File: src/rtl/imem_loader_pkg.sv
// imem_loader_pkg
// Shared definitions for the instruction-memory loader.
// - state_t: loader FSM states.
//   The encoding is fixed so that debug probes decode the same way everywhere.
// - WORD_BYTES: bytes per instruction word.
// - BYTE_INDEX_WIDTH: width of the byte-within-word counter.
package imem_loader_pkg;

  typedef enum logic [1:0] {
    IDLE    = 2'd0,
    COLLECT = 2'd1,
    WRITE   = 2'd2,
    DONE    = 2'd3
  } state_t;

  localparam int WORD_BYTES       = 4;
  localparam int BYTE_INDEX_WIDTH = $clog2(WORD_BYTES);

endpackage

File: src/rtl/imem_loader_byte_packer.sv
// imem_loader_byte_packer
// Assembles four accepted bytes into one little-endian 32-bit word.
// Ports:
//   clock, reset   rising-edge clock, asynchronous active-high reset
//   accept         a byte on in_byte is taken on this edge
//   clear          drop any partial word and restart at byte 0
//   in_byte        byte from the source
//   word           assembled word, with the byte being accepted already merged in
//   wordComplete   high when the byte being accepted is the last of its word
import imem_loader_pkg::*;

module imem_loader_byte_packer (
  input  logic        clock,
  input  logic        reset,
  input  logic        accept,
  input  logic        clear,
  input  logic [7:0]  in_byte,
  output logic [31:0] word,
  output logic        wordComplete
);

  logic [BYTE_INDEX_WIDTH-1:0] byte_index;
  logic [31:0]                 shift_word;

  // Merging the incoming byte combinationally lets the parent capture the
  // complete word on the same edge that accepts its final byte.
  always_comb begin
    word = shift_word;
    if (accept) begin
      word[{byte_index, 3'b000} +: 8] = in_byte;
    end
  end

  assign wordComplete = accept && (byte_index == BYTE_INDEX_WIDTH'(WORD_BYTES - 1));

  always_ff @(posedge clock or posedge reset) begin
    if (reset) begin
      byte_index <= '0;
      shift_word <= '0;
    end else if (clear) begin
      byte_index <= '0;
      shift_word <= '0;
    end else if (accept) begin
      shift_word <= word;
      // The index wraps back to 0 after the final byte of a word.
      byte_index <= byte_index + BYTE_INDEX_WIDTH'(1);
    end
  end

endmodule

File: src/rtl/imem_loader.sv
// imem_loader
// Fills the instruction memory from a byte stream.
// Bytes are packed into little-endian words.
// Each word is written once, at consecutive word-aligned addresses starting
// at BASE_WORD. The datapath is held frozen while a load is in progress.
// Ports:
//   clock, reset        rising-edge clock, asynchronous active-high reset
//   start, length       begin a load of `length` words (sampled in IDLE only)
//   inValid/inData      byte source
//   inReady             a byte can be accepted this cycle
//   memWrite            one-cycle write strobe, qualifies memAddress/memData
//   memAddress/memData  byte address and data of the word being written
//   cpuHold             freeze pc/fetch while collecting and writing
//   busy                high in any state but IDLE
//   done                one-cycle pulse at the end of a load
//   wordsWritten        words written by the current or most recent load
import imem_loader_pkg::*;

module imem_loader #(
  parameter int ADDR_WIDTH = 8,
  parameter int BASE_WORD  = 0
) (
  input  logic                  clock,
  input  logic                  reset,
  input  logic                  start,
  input  logic [ADDR_WIDTH:0]   length,
  input  logic                  inValid,
  input  logic [7:0]            inData,
  output logic                  inReady,
  output logic                  memWrite,
  output logic [31:0]           memAddress,
  output logic [31:0]           memData,
  output logic                  cpuHold,
  output logic                  busy,
  output logic                  done,
  output logic [ADDR_WIDTH:0]   wordsWritten
);

  localparam logic [ADDR_WIDTH-1:0] BASE_INDEX = ADDR_WIDTH'(BASE_WORD);

  state_t                state;
  state_t                state_next;
  logic [ADDR_WIDTH:0]   length_reg;
  logic [ADDR_WIDTH-1:0] word_index;
  logic [ADDR_WIDTH:0]   words_written;
  logic [31:0]           mem_address_reg;
  logic [31:0]           mem_data_reg;
  logic [ADDR_WIDTH-1:0] write_word_addr;
  logic [31:0]           packed_word;
  logic                  word_complete;
  logic                  byte_accept;
  logic                  load_start;

  assign byte_accept = inValid && (state == COLLECT);
  assign load_start  = start && (state == IDLE);

  // Word addresses wrap modulo the memory size; an oversized load is the
  // caller's problem.
  assign write_word_addr = BASE_INDEX + word_index;

  imem_loader_byte_packer u_packer (
    .clock        (clock),
    .reset        (reset),
    .accept       (byte_accept),
    .clear        (load_start),
    .in_byte      (inData),
    .word         (packed_word),
    .wordComplete (word_complete)
  );

  always_ff @(posedge clock or posedge reset) begin
    if (reset) begin
      state <= IDLE;
    end else begin
      state <= state_next;
    end
  end

  always_comb begin
    state_next = state;
    inReady    = 1'b0;
    memWrite   = 1'b0;
    cpuHold    = 1'b0;
    busy       = 1'b1;
    done       = 1'b0;
    case (state)
      IDLE: begin
        busy = 1'b0;
        if (start) begin
          state_next = (length == '0) ? DONE : COLLECT;
        end
      end
      COLLECT: begin
        inReady = 1'b1;
        cpuHold = 1'b1;
        if (word_complete) begin
          state_next = WRITE;
        end
      end
      WRITE: begin
        memWrite = 1'b1;
        cpuHold  = 1'b1;
        if (words_written + (ADDR_WIDTH+1)'(1) == length_reg) begin
          state_next = DONE;
        end else begin
          state_next = COLLECT;
        end
      end
      DONE: begin
        done       = 1'b1;
        state_next = IDLE;
      end
      default: state_next = IDLE;
    endcase
  end

  // Address and data are captured as the last byte arrives.
  // They stay put until the next word completes.
  always_ff @(posedge clock or posedge reset) begin
    if (reset) begin
      length_reg      <= '0;
      word_index      <= '0;
      words_written   <= '0;
      mem_address_reg <= '0;
      mem_data_reg    <= '0;
    end else begin
      case (state)
        IDLE: begin
          if (start) begin
            length_reg    <= length;
            word_index    <= '0;
            words_written <= '0;
          end
        end
        COLLECT: begin
          if (word_complete) begin
            mem_data_reg    <= packed_word;
            mem_address_reg <= 32'({write_word_addr, 2'b00});
          end
        end
        WRITE: begin
          word_index    <= word_index + ADDR_WIDTH'(1);
          words_written <= words_written + (ADDR_WIDTH+1)'(1);
        end
        default: ;
      endcase
    end
  end

  assign memAddress   = mem_address_reg;
  assign memData      = mem_data_reg;
  assign wordsWritten = words_written;

endmodule

File: config.mk
export PLATFORM = sky130hd
export DESIGN_NAME = imem_loader
export DESIGN_NICKNAME = d
export VERILOG_FILES = /design/src/rtl/imem_loader_pkg.sv /design/src/rtl/imem_loader_byte_packer.sv /design/src/rtl/imem_loader.sv
export SDC_FILE = /design/constraint.sdc
export NUM_CORES = 1
export LEC_CHECK = 0
export ABC_AREA = 0
export BUFFER_PORTS_ARGS = -buffer_cell sky130_fd_sc_hd__buf_2
export CORE_MARGIN = 3
export CORE_UTILIZATION = 35
export DETAILED_ROUTE_END_ITERATION = 10
export GPL_TIMING_DRIVEN = 0
export PLACE_DENSITY_LB_ADDON = 0.15
export SLEW_MARGIN = 20
export SYNTH_ARGS = -nofsm -noshare
export SYNTH_HDL_FRONTEND = slang
export SYNTH_SLANG_ARGS = --single-unit
File: constraint.sdc
create_clock -name clock -period 4.75 [get_ports clock]
set_input_delay 1.1875 -clock clock [delete_from_list [all_inputs] [get_ports clock]]
set_output_delay 1.1875 -clock clock [all_outputs]
set_load 0.02 [all_outputs]
# Word-level counts from Yosys, hierarchy flattened
# Cells that the tools add are included.
dict set report totals {
  regBits 102
  output_inout_bits 78
  elab_cells 53
  input_bits 21
}
dict set report op_classes {
  mux 20
  n_reduce_logical 12
  eq_ne 7
  shifts 2
  add_sub_neg 4
}
# operator n
set ops {}
lappend ops {{$mux W32} 3}
lappend ops {{$bwmux W32} 1}
lappend ops {{$shift A8 B7 Y32 const A} 1}
lappend ops {{$shiftx A8 B7 Y32} 1}
lappend ops {{$pmux W9 S2} 1}
lappend ops {{$pmux W8 S2} 1}
lappend ops {{$mux W2} 6}
lappend ops {{$add A9 B1 Y9 const B} 1}
lappend ops {{$eq A9 B9 Y1} 1}
lappend ops {{$logic_not A9 Y1} 1}
lappend ops {{$mux W9} 1}
lappend ops {{$add A8 B1 Y8 const B} 1}
lappend ops {{$mux W8} 1}
lappend ops {{$pmux W2 S4} 1}
lappend ops {{$reduce_and A2 Y1} 4}
lappend ops {{$neg A5 Y7} 1}
lappend ops {{$eq A2 B2 Y1 const B} 3}
lappend ops {{$mux W1} 5}
lappend ops {{$reduce_bool A2 Y1} 2}
lappend ops {{$logic_and A1 B1 Y1} 3}
lappend ops {{$add A2 B1 Y2 const B} 1}
lappend ops {{$eq A2 B1 Y1 const B} 1}
lappend ops {{$logic_not A2 Y1} 1}
lappend ops {{$ne A2 B1 Y1 const B} 1}
lappend ops {{other kinds (2)} 2}

# Longest topological paths before layout
# Gate-level depths: netlist of run 1.
dict set report depth {
  depth_word 6
  ltp_mapped 9
  ltp_nobuf 7
}

# Hierarchy
# From an unflattened synthesis of run 1, not the netlist that was laid out.
dict set report unflattened {
  hier_cells 474
  hier_area_um2 5446.5
}
# module cells_each seq_area_each_um2 area_per_inst_um2 n_inst
set modules_own_cells {}
lappend modules_own_cells {imem_loader 274 1701.6 3293.2 1}
lappend modules_own_cells {imem_loader_byte_packer 200 850.8 2153.3 1}

# Least setup slack after synthesis of run 1
# OpenSTA, ideal clock, no wires.
dict set report synth_timing {
  path_type {input to register}
  start {input port inValid}
  end {register u_packer.shift_word[0]}
  arrival_ns 2.432
  cell_stages 7
  required_ns 4.683
  setup_ns 0.067
  path_buffers 2
  setup_slack_ns 2.251
  cell_sequence {and2_1 buf_2 nand2_2 nor4b_4 and3_1 buf_2 a22o_1}
}
dict set report synth_between {
  elab_chain_len 4
  word_cells_on_any_way 5
  cone_classes {mux: 3; reduce/logical: 2}
}
# element line
set synth_rtl {}
lappend synth_rtl {{start, declared} imem_loader.sv:27} ;# input logic inValid,
lappend synth_rtl {{$logic_and A1 B1 Y1 (*)} imem_loader.sv:54} ;# assign byte_accept = inValid && (state == COLLECT);
lappend synth_rtl {{$mux W32} imem_loader_byte_packer.sv:29} ;# if (accept) begin
lappend synth_rtl {{$mux W32} imem_loader_byte_packer.sv:43} ;# end else if (accept) begin
lappend synth_rtl {{$mux W32} imem_loader_byte_packer.sv:40} ;# end else if (clear) begin
lappend synth_rtl {{end signal, assigned} imem_loader_byte_packer.sv:44} ;# shift_word <= word;
lappend synth_rtl {{end, declared} imem_loader_byte_packer.sv:23} ;# logic [31:0] shift_word;
# Every way passes the cells marked *; elsewhere a longest branch is shown, timed or not. The select of a mux whose other input is x is not followed.
# A chain may end at the register's enable or synchronous reset.

# Final worst setup path of run 1
dict set report layout_timing {
  start {register state[1]}
  end {output port busy}
}
dict set report layout_between {
  elab_chain_len 2
}
# element line
set layout_rtl {}
lappend layout_rtl {{start, declared} imem_loader.sv:41} ;# state_t state;
lappend layout_rtl {{start signal, assigned} imem_loader.sv:75} ;# state <= state_next;
lappend layout_rtl {{$logic_not A2 Y1} imem_loader.sv:86} ;# case (state)
lappend layout_rtl {{$mux W1} imem_loader.sv:86}
lappend layout_rtl {{end, declared} imem_loader.sv:34} ;# output logic busy,
# Every way passes these cells.

==> impl_metrics.py, run 1 <==
metrics = {
    "timing": {
        "skew_ps": 6.748,
        "tightest_slew_ps": 827.5,
        "slew_violations": 0,
        "whs_ps": 475.2,
        "post-route-period-util_pct": 63.54,
        "grt_setup_unrepaired": "no",
        "layout_min_cycle_time_ps": 3018,
        "worst_slew_margin_rel_pct": 44.37,
        "final-setup-viol-count": 0,
        "worst_slack_ps": 1732,
        "finalHoldViolations": 0,
        "tns_ps": 0,
        "clock.fmax_mhz": 331.3,
    },
    "critical_path": {
        "required_ps": 3560,
        "crit_slowest_cell": "dfrtp_1",
        "worst-endpoint-arrival_ps": 1830,
        "cp_common_cell": "inv_1",
        "startpoint_type": "flop",
        "critical_path_class": "flop to output pin",
        "end_kind": "output pin",
        "crit_fanout": 10,
        "worstPathCellList": "inv_1 > ha_1 > clkbuf_1 > inv_1 > buf_2",
        "r2r_cells": 9,
        "max_stage_delay_ps": 430,
    },
    "die": {
        "die_h_um": 122.1,
        "dieWidth_um": 122.1,
        "die_area_um2": 14920,
        "coreArea_um2": 12880,
        "core.rowCount": 41,
        "start_util_pct": 36.66,
        "boundaryPins": 99,
    },
    "detailed_routing": {
        "drc": 0,
        "met1Wirelength_mm": 5.673,
        "routed_wl_mm": 11.81,
        "met3WireLength_um": 714,
        "vias_per_cell": 5.024,
        "drtIter0Drc": 208,
        "wire_per_inst_um": 15.69,
        "first_pass_iters": 4,
        "routed.top_layer": "met4",
        "vias": 3783,
        "wl_met2_mm": 5.218,
        "antenna_left": 0,
    },
    "cells_and_area": {
        "final_util_pct": 44.36,
        "fillers": 1277,
        "largest_reg_flops": 32,
        "syn2layout_area_growth_pct": 20.99,
        "final_nets": 608,
        "drive_gt1_share_pct": 21.55,
        "design_area_um2": 5712,
    },
    "place": {
        "gp_congestion": 0.8059,
        "postPlaceCellArea_um2": 5385,
        "place_worst_setup_slack_ps": 1783,
        "buffer_ports.inserted": 66,
        "dp_hpwl_mm": 8.612,
    },
    "synth": {
        "netlist_instances": 474,
        "yosys.area.top_type_share_pct": 49.83,
        "synth.avg_cell_area_um2": 9.959,
        "yosys.area.top_type": "dfrtp_1",
        "async_flop_share_pct": 100.0,
        "synth_area_um2": 4721,
        "synth.most_common_cell": "dfrtp_1",
        "ys_ff_latch": 94,
        "synth-seq-area-share_pct": 49.83,
        "ys_types": 47,
        "synth_common_cells": "dfrtp_1 (94), nand2_1 (79), a22o_1 (32), o21ai_0 (32)",
        "synthTopCellsByArea": "dfrtp_1 (50%), nand2_1 (6.3%), a22o_1 (5.9%), buf_4 (4.1%), a22oi_1 (4.0%)",
        "synth_ff_type": "dfrtp_1",
        "yosys_warnings": 0,
        "synth_enable_flop_cells": 0,
    },
    "cts": {
        "post_cts_buffers": 0,
        "cts_sinks": 94,
        "cts_buffers": 9,
        "holdBufCountCts": 0,
        "clk_latency_ps": 340,
        "clk_pin_slew_ps": 60,
        "cts_resized": 0,
        "clock-root-buffer": "clkbuf_16",
        "htreeDepth": 3,
        "cts_buffer_depth": 2,
        "cts_tree": "done",
    },
    "job": {
        "cap_viol_max_count": 0,
    },
    "pwr": {
        "p_per_area_nw_per_um2": 454.5,
        "ir_drop_uv": 221.9,
        "p_leak_uw": 0.002801,
    },
    "grt": {
        "grt_pass1_vias": 3633,
        "antenna_found_initial": 0,
        "grt_overflow": 0,
        "grt_max_degree": 70,
        "grt_pass1_wl_mm": 19.13,
        "grt.total_usage_pct": 16.38,
    },
    "worst_hold_path": {
        "whs_path_depth": 2,
        "hold_path_class": "flop to flop",
    },
    "status": {
        "outcome": "complete, no violations",
    },
}
worst paths after layout:
check                                         from                                  end  slack, ps
max                           state[1]$_DFFE_PP0P_                                 busy       1730
min                        memData[13]$_DFFE_PP0P_              memData[13]$_DFFE_PP0P_        480
max reg2reg                   state[1]$_DFFE_PP0P_   u_packer.shift_word[7]$_DFFE_PP0P_       2280
min reg2reg                memData[13]$_DFFE_PP0P_              memData[13]$_DFFE_PP0P_        480
max in group asynchronous                    reset  u_packer.shift_word[13]$_DFFE_PP0P_       3340
min in group asynchronous                    reset              memData[22]$_DFFE_PP0P_        800
worst max-delay path, delay by kind of cell, from the launching register on:
family	cells	cell delay, ps
adders and majority gates	1	270
buffers and inverters	4	800
DFF	1	430
cells by family after synthesis:
group | Yosys count | synth area share (%)
compound gates | 120 | 18.08
xor+xnor | 15 | 2.783
fa+ha+maj | 12 | 3.180
buf+inv | 70 | 7.739
flops | 94 | 49.83
mux | 18 | 4.029
other cells | 1 | 0.07944
simple gates | 144 | 14.29
per-layer routing:
metal	vias to the layer above	GRT usage, %
met3	16	3.575
li1	1831	-
met1	1833	23.24
met4	0	6.508
met2	103	24.41
met5	-	0
layout by cell type, fill, tap and decap left out, types with 24 or more instances in the layout:
master / Yosys / layout
buf_4: 26 / 26
conb_1: 1 / 24
o21ai_0: 32 / 32
buf_2: 4 / 70
nor2_1: 24 / 24
a22oi_1: 25 / 25
a22o_1: 32 / 32
dfrtp_1: 94 / 94
nand2_1: 79 / 79
clkbuf_1: 26 / 27
report_power, final:
part	internal [uW]	switching, uW	leakage (uW)
clock network	477	316	0.000156
logic	287	514	0.00135
registers	896	106	0.00129
total	1660	935	0.00280
through the flow:
stage	power, uW	instances
final	2596	753
after global routing	2757	752
after CTS	2617	752
after detailed placement	1821	736
after global placement	1799	735
after floorplan	1595	497
area by class of cell:
| type | instances | area (um2) | area share (%) |
|---|---|---|---|
| antenna | 1 | 2.502 | 0.04381 |
| clock inverter | 5 | 81.33 | 1.424 |
| inverter | 11 | 46.29 | 0.8105 |
| multi-input combinational | 333 | 2090 | 36.58 |
| sequential | 94 | 2352 | 41.18 |
| clock buffer | 11 | 242.7 | 4.250 |
| timing repair buffer | 67 | 357.8 | 6.265 |
| buffer | 59 | 324.1 | 5.674 |
| tap | 172 | 215.2 | 3.768 |
No activity file was read; power rests on OpenSTA's default activity.
==> run 2, diff against run 1 <==
- ABC_AREA: 0 -> 1
- clock period: 4.75 -> 3.2 ns (I/O delays scaled with it)
==> run 2 against run 1 <==
Net effect: hold slack got worse by 31 ps; synthesized area decreased by 5.6%; synthesized cell count increased by 6.8%; critical endpoint is now memWrite; clock-buffer cell count unchanged; power increased by 61%; clock skew decreased by 1.3 ps; sequential power increased by 62%; worst setup slack got worse by 790 ps; core utilization increased by 0.54 points.
==> impl_metrics.py, run 2 <==
metrics = {
    "synth": {
        "ys_types": 30,
        "synth_common_cells": "nand2_1 (118), dfrtp_1 (94), o21ai_0 (46)",
        "yosys_warnings": 0,
        "synth.most_common_cell": "nand2_1",
        "yosys.area.top_type": "dfrtp_1",
        "ys_ff_latch": 94,
        "synth_enable_flop_cells": 0,
        "synth-seq-area-share_pct": 52.81,
        "yosys.area.top_type_share_pct": 52.81,
        "async_flop_share_pct": 100.0,
        "netlist_instances": 506,
        "synth_ff_type": "dfrtp_1",
        "synth_area_um2": 4454,
        "synth.avg_cell_area_um2": 8.803,
        "synthTopCellsByArea": "dfrtp_1 (53%), nand2_1 (9.9%), o21ai_0 (5.2%), buf_4 (4.0%), nor2_1 (3.6%)",
    },
    "detailed_routing": {
        "routed_wl_mm": 10.80,
        "drtIter0Drc": 216,
        "wire_per_inst_um": 13.69,
        "antenna_left": 0,
        "drc": 0,
        "vias": 3591,
        "vias_per_cell": 4.551,
        "first_pass_iters": 4,
    },
    "cells_and_area": {
        "largest_reg_flops": 32,
        "drive_gt1_share_pct": 24.32,
        "final_nets": 650,
        "register_area_um2": 2352,
        "final_cell_mix": "nand2_1 (118), dfrtp_1 (94), buf_2 (80)",
        "n_antenna_cell": 0,
        "mostFrequentLayoutCell": "nand2_1",
        "syn2layout_area_growth_pct": 23.09,
        "fillers": 1269,
        "final_util_pct": 44.90,
        "multiInputGateArea_um2": 1768,
    },
    "timing": {
        "finalHoldViolations": 0,
        "slew_violations": 0,
        "post-route-period-util_pct": 70.47,
        "worst_slew_margin_rel_pct": 64.38,
        "tightest_slew_ps": 534.4,
        "tns_ps": 0,
        "layout_min_cycle_time_ps": 2255,
        "grt_setup_unrepaired": "no",
        "skew_ps": 5.462,
        "final-setup-viol-count": 0,
        "clock.fmax_mhz": 443.5,
    },
    "critical_path": {
        "critical_path_class": "flop to output pin",
        "end_kind": "output pin",
        "required_ps": 2400,
        "startpoint_type": "flop",
        "max_stage_delay_ps": 400,
        "crit_fanout": 7,
        "worst-path-buf-inv": 2,
        "r2r_cells": 6,
        "cp.depth": 3,
        "worst-endpoint-arrival_ps": 1450,
        "crit_slowest_cell": "dfrtp_1",
        "worstPathCellList": "inv_1 > ha_1 > buf_2",
        "cp_top_family": "flip-flops",
    },
    "cts": {
        "cts_buffer_depth": 2,
        "clock-root-buffer": "clkbuf_16",
        "cts_resized": 0,
        "clk_latency_ps": 340,
        "cts_buffers": 9,
        "clk_pin_slew_ps": 60,
        "holdBufCountCts": 0,
        "cts_sinks": 94,
        "post_cts_buffers": 0,
        "cts_tree": "done",
        "htreeDepth": 3,
    },
    "worst_hold_path": {
        "hold_path_class": "primary input to asynchronous set/reset pin",
    },
    "grt": {
        "grt.total_usage_pct": 15.72,
        "grt_max_degree": 33,
        "grt_pass1_vias": 3548,
        "grt_pass1_wl_mm": 17.86,
        "antenna_found_initial": 0,
        "grt_overflow": 0,
    },
    "pwr": {
        "ir_drop_uv": 424.6,
        "p_leak_uw": 0.002790,
        "total_power_uw": 4185,
        "p_per_area_nw_per_um2": 763.3,
    },
    "place": {
        "dp_hpwl_mm": 8.292,
        "gp_congestion": 0.8007,
        "buffer_ports.inserted": 74,
    },
    "die": {
        "coreArea_um2": 12210,
        "dieWidth_um": 118.8,
        "start_util_pct": 36.48,
        "die_area_um2": 14120,
        "die_h_um": 118.8,
        "core.rowCount": 40,
        "boundaryPins": 99,
    },
    "status": {
        "outcome": "complete, no violations",
    },
    "job": {
        "cap_viol_max_count": 0,
    },
}
run 2: cell count changes in the layout (fill, tap and decap cells not counted), sizes merged, moves of 9 or more:
cell | previous run | this run
a22oi | 25 | 8
inv | 12 | 44
clkbuf | 37 | 22
xor2 | 9 | 0
nand3 | 8 | 30
nand2 | 81 | 127
nor2 | 24 | 54
a22o | 32 | 0
o21ai | 41 | 57
mux2i | 10 | 0
run 2: stage by stage:
stage	cells	cell area, um2	setup WS, ps	hold slack [ps]
finish	789	5483	945.1	444.0
CTS	789	5483	921.8	438.7
global route	789	5483	855.9	449.7
global placement	771	5125	619.2	464.0
floorplan	529	4544	1294	463.4
detailed placement	774	5192	1109	468.3
run 2: layout make-up:
cell class,count,share of cell area [%]
multi-input combinational,349,32.25
timing repair buffer,77,7.987
sequential,94,42.90
buffer,41,4.587
clock buffer,11,4.427
inverter,45,3.149
tap,168,3.834
clock inverter,4,0.8672
run 2: power breakdown:
group / leakage (uW) / switching, uW / internal (uW)
Combinational: 0.00138 / 1030 / 488
Sequential: 0.00127 / 173 / 1450
Clock: 0.000141 / 428 / 620
Total: 0.00279 / 1630 / 2550
run 2: cells by family (layout without fill, tap and decap cells):
family	Yosys count	in the layout	synth area share, %
compound gates	90	90	11.94
fa+ha+maj	12	12	3.371
buf+inv	86	178	9.438
flops	94	94	52.81
mux	1	1	0.2528
other cells	1	24	0.08419
simple gates	222	222	22.11
run 2: per-layer routing:
layer	vias to the layer above	part of all wire [%]	GRT usage (%)
li1	1826	-	-
met1	1681	47	20.72
met2	78	48	25.93
met3	6	4.7	4.748
met4	0	0.82	2.896
met5	-	0	0
run 2: path summary, 6_finish.rpt:
kind | startpoint | to | slack [ps]
hold / removal | reset | u_packer.shift_word[11]$_DFFE_PP0P_ | 440
setup reg to reg | u_packer.byte_index[0]$_DFFE_PP0P_ | memData[18]$_DFFE_PP0P_ | 1130
min in group clock | memData[31]$_DFFE_PP0P_ | memData[31]$_DFFE_PP0P_ | 480
setup / recovery | state[0]$_DFFE_PP0P_ | memWrite | 950
hold reg to reg | memData[31]$_DFFE_PP0P_ | memData[31]$_DFFE_PP0P_ | 480
max in group asynchronous | reset | memAddress[6]$_DFFE_PP0P_ | 2090
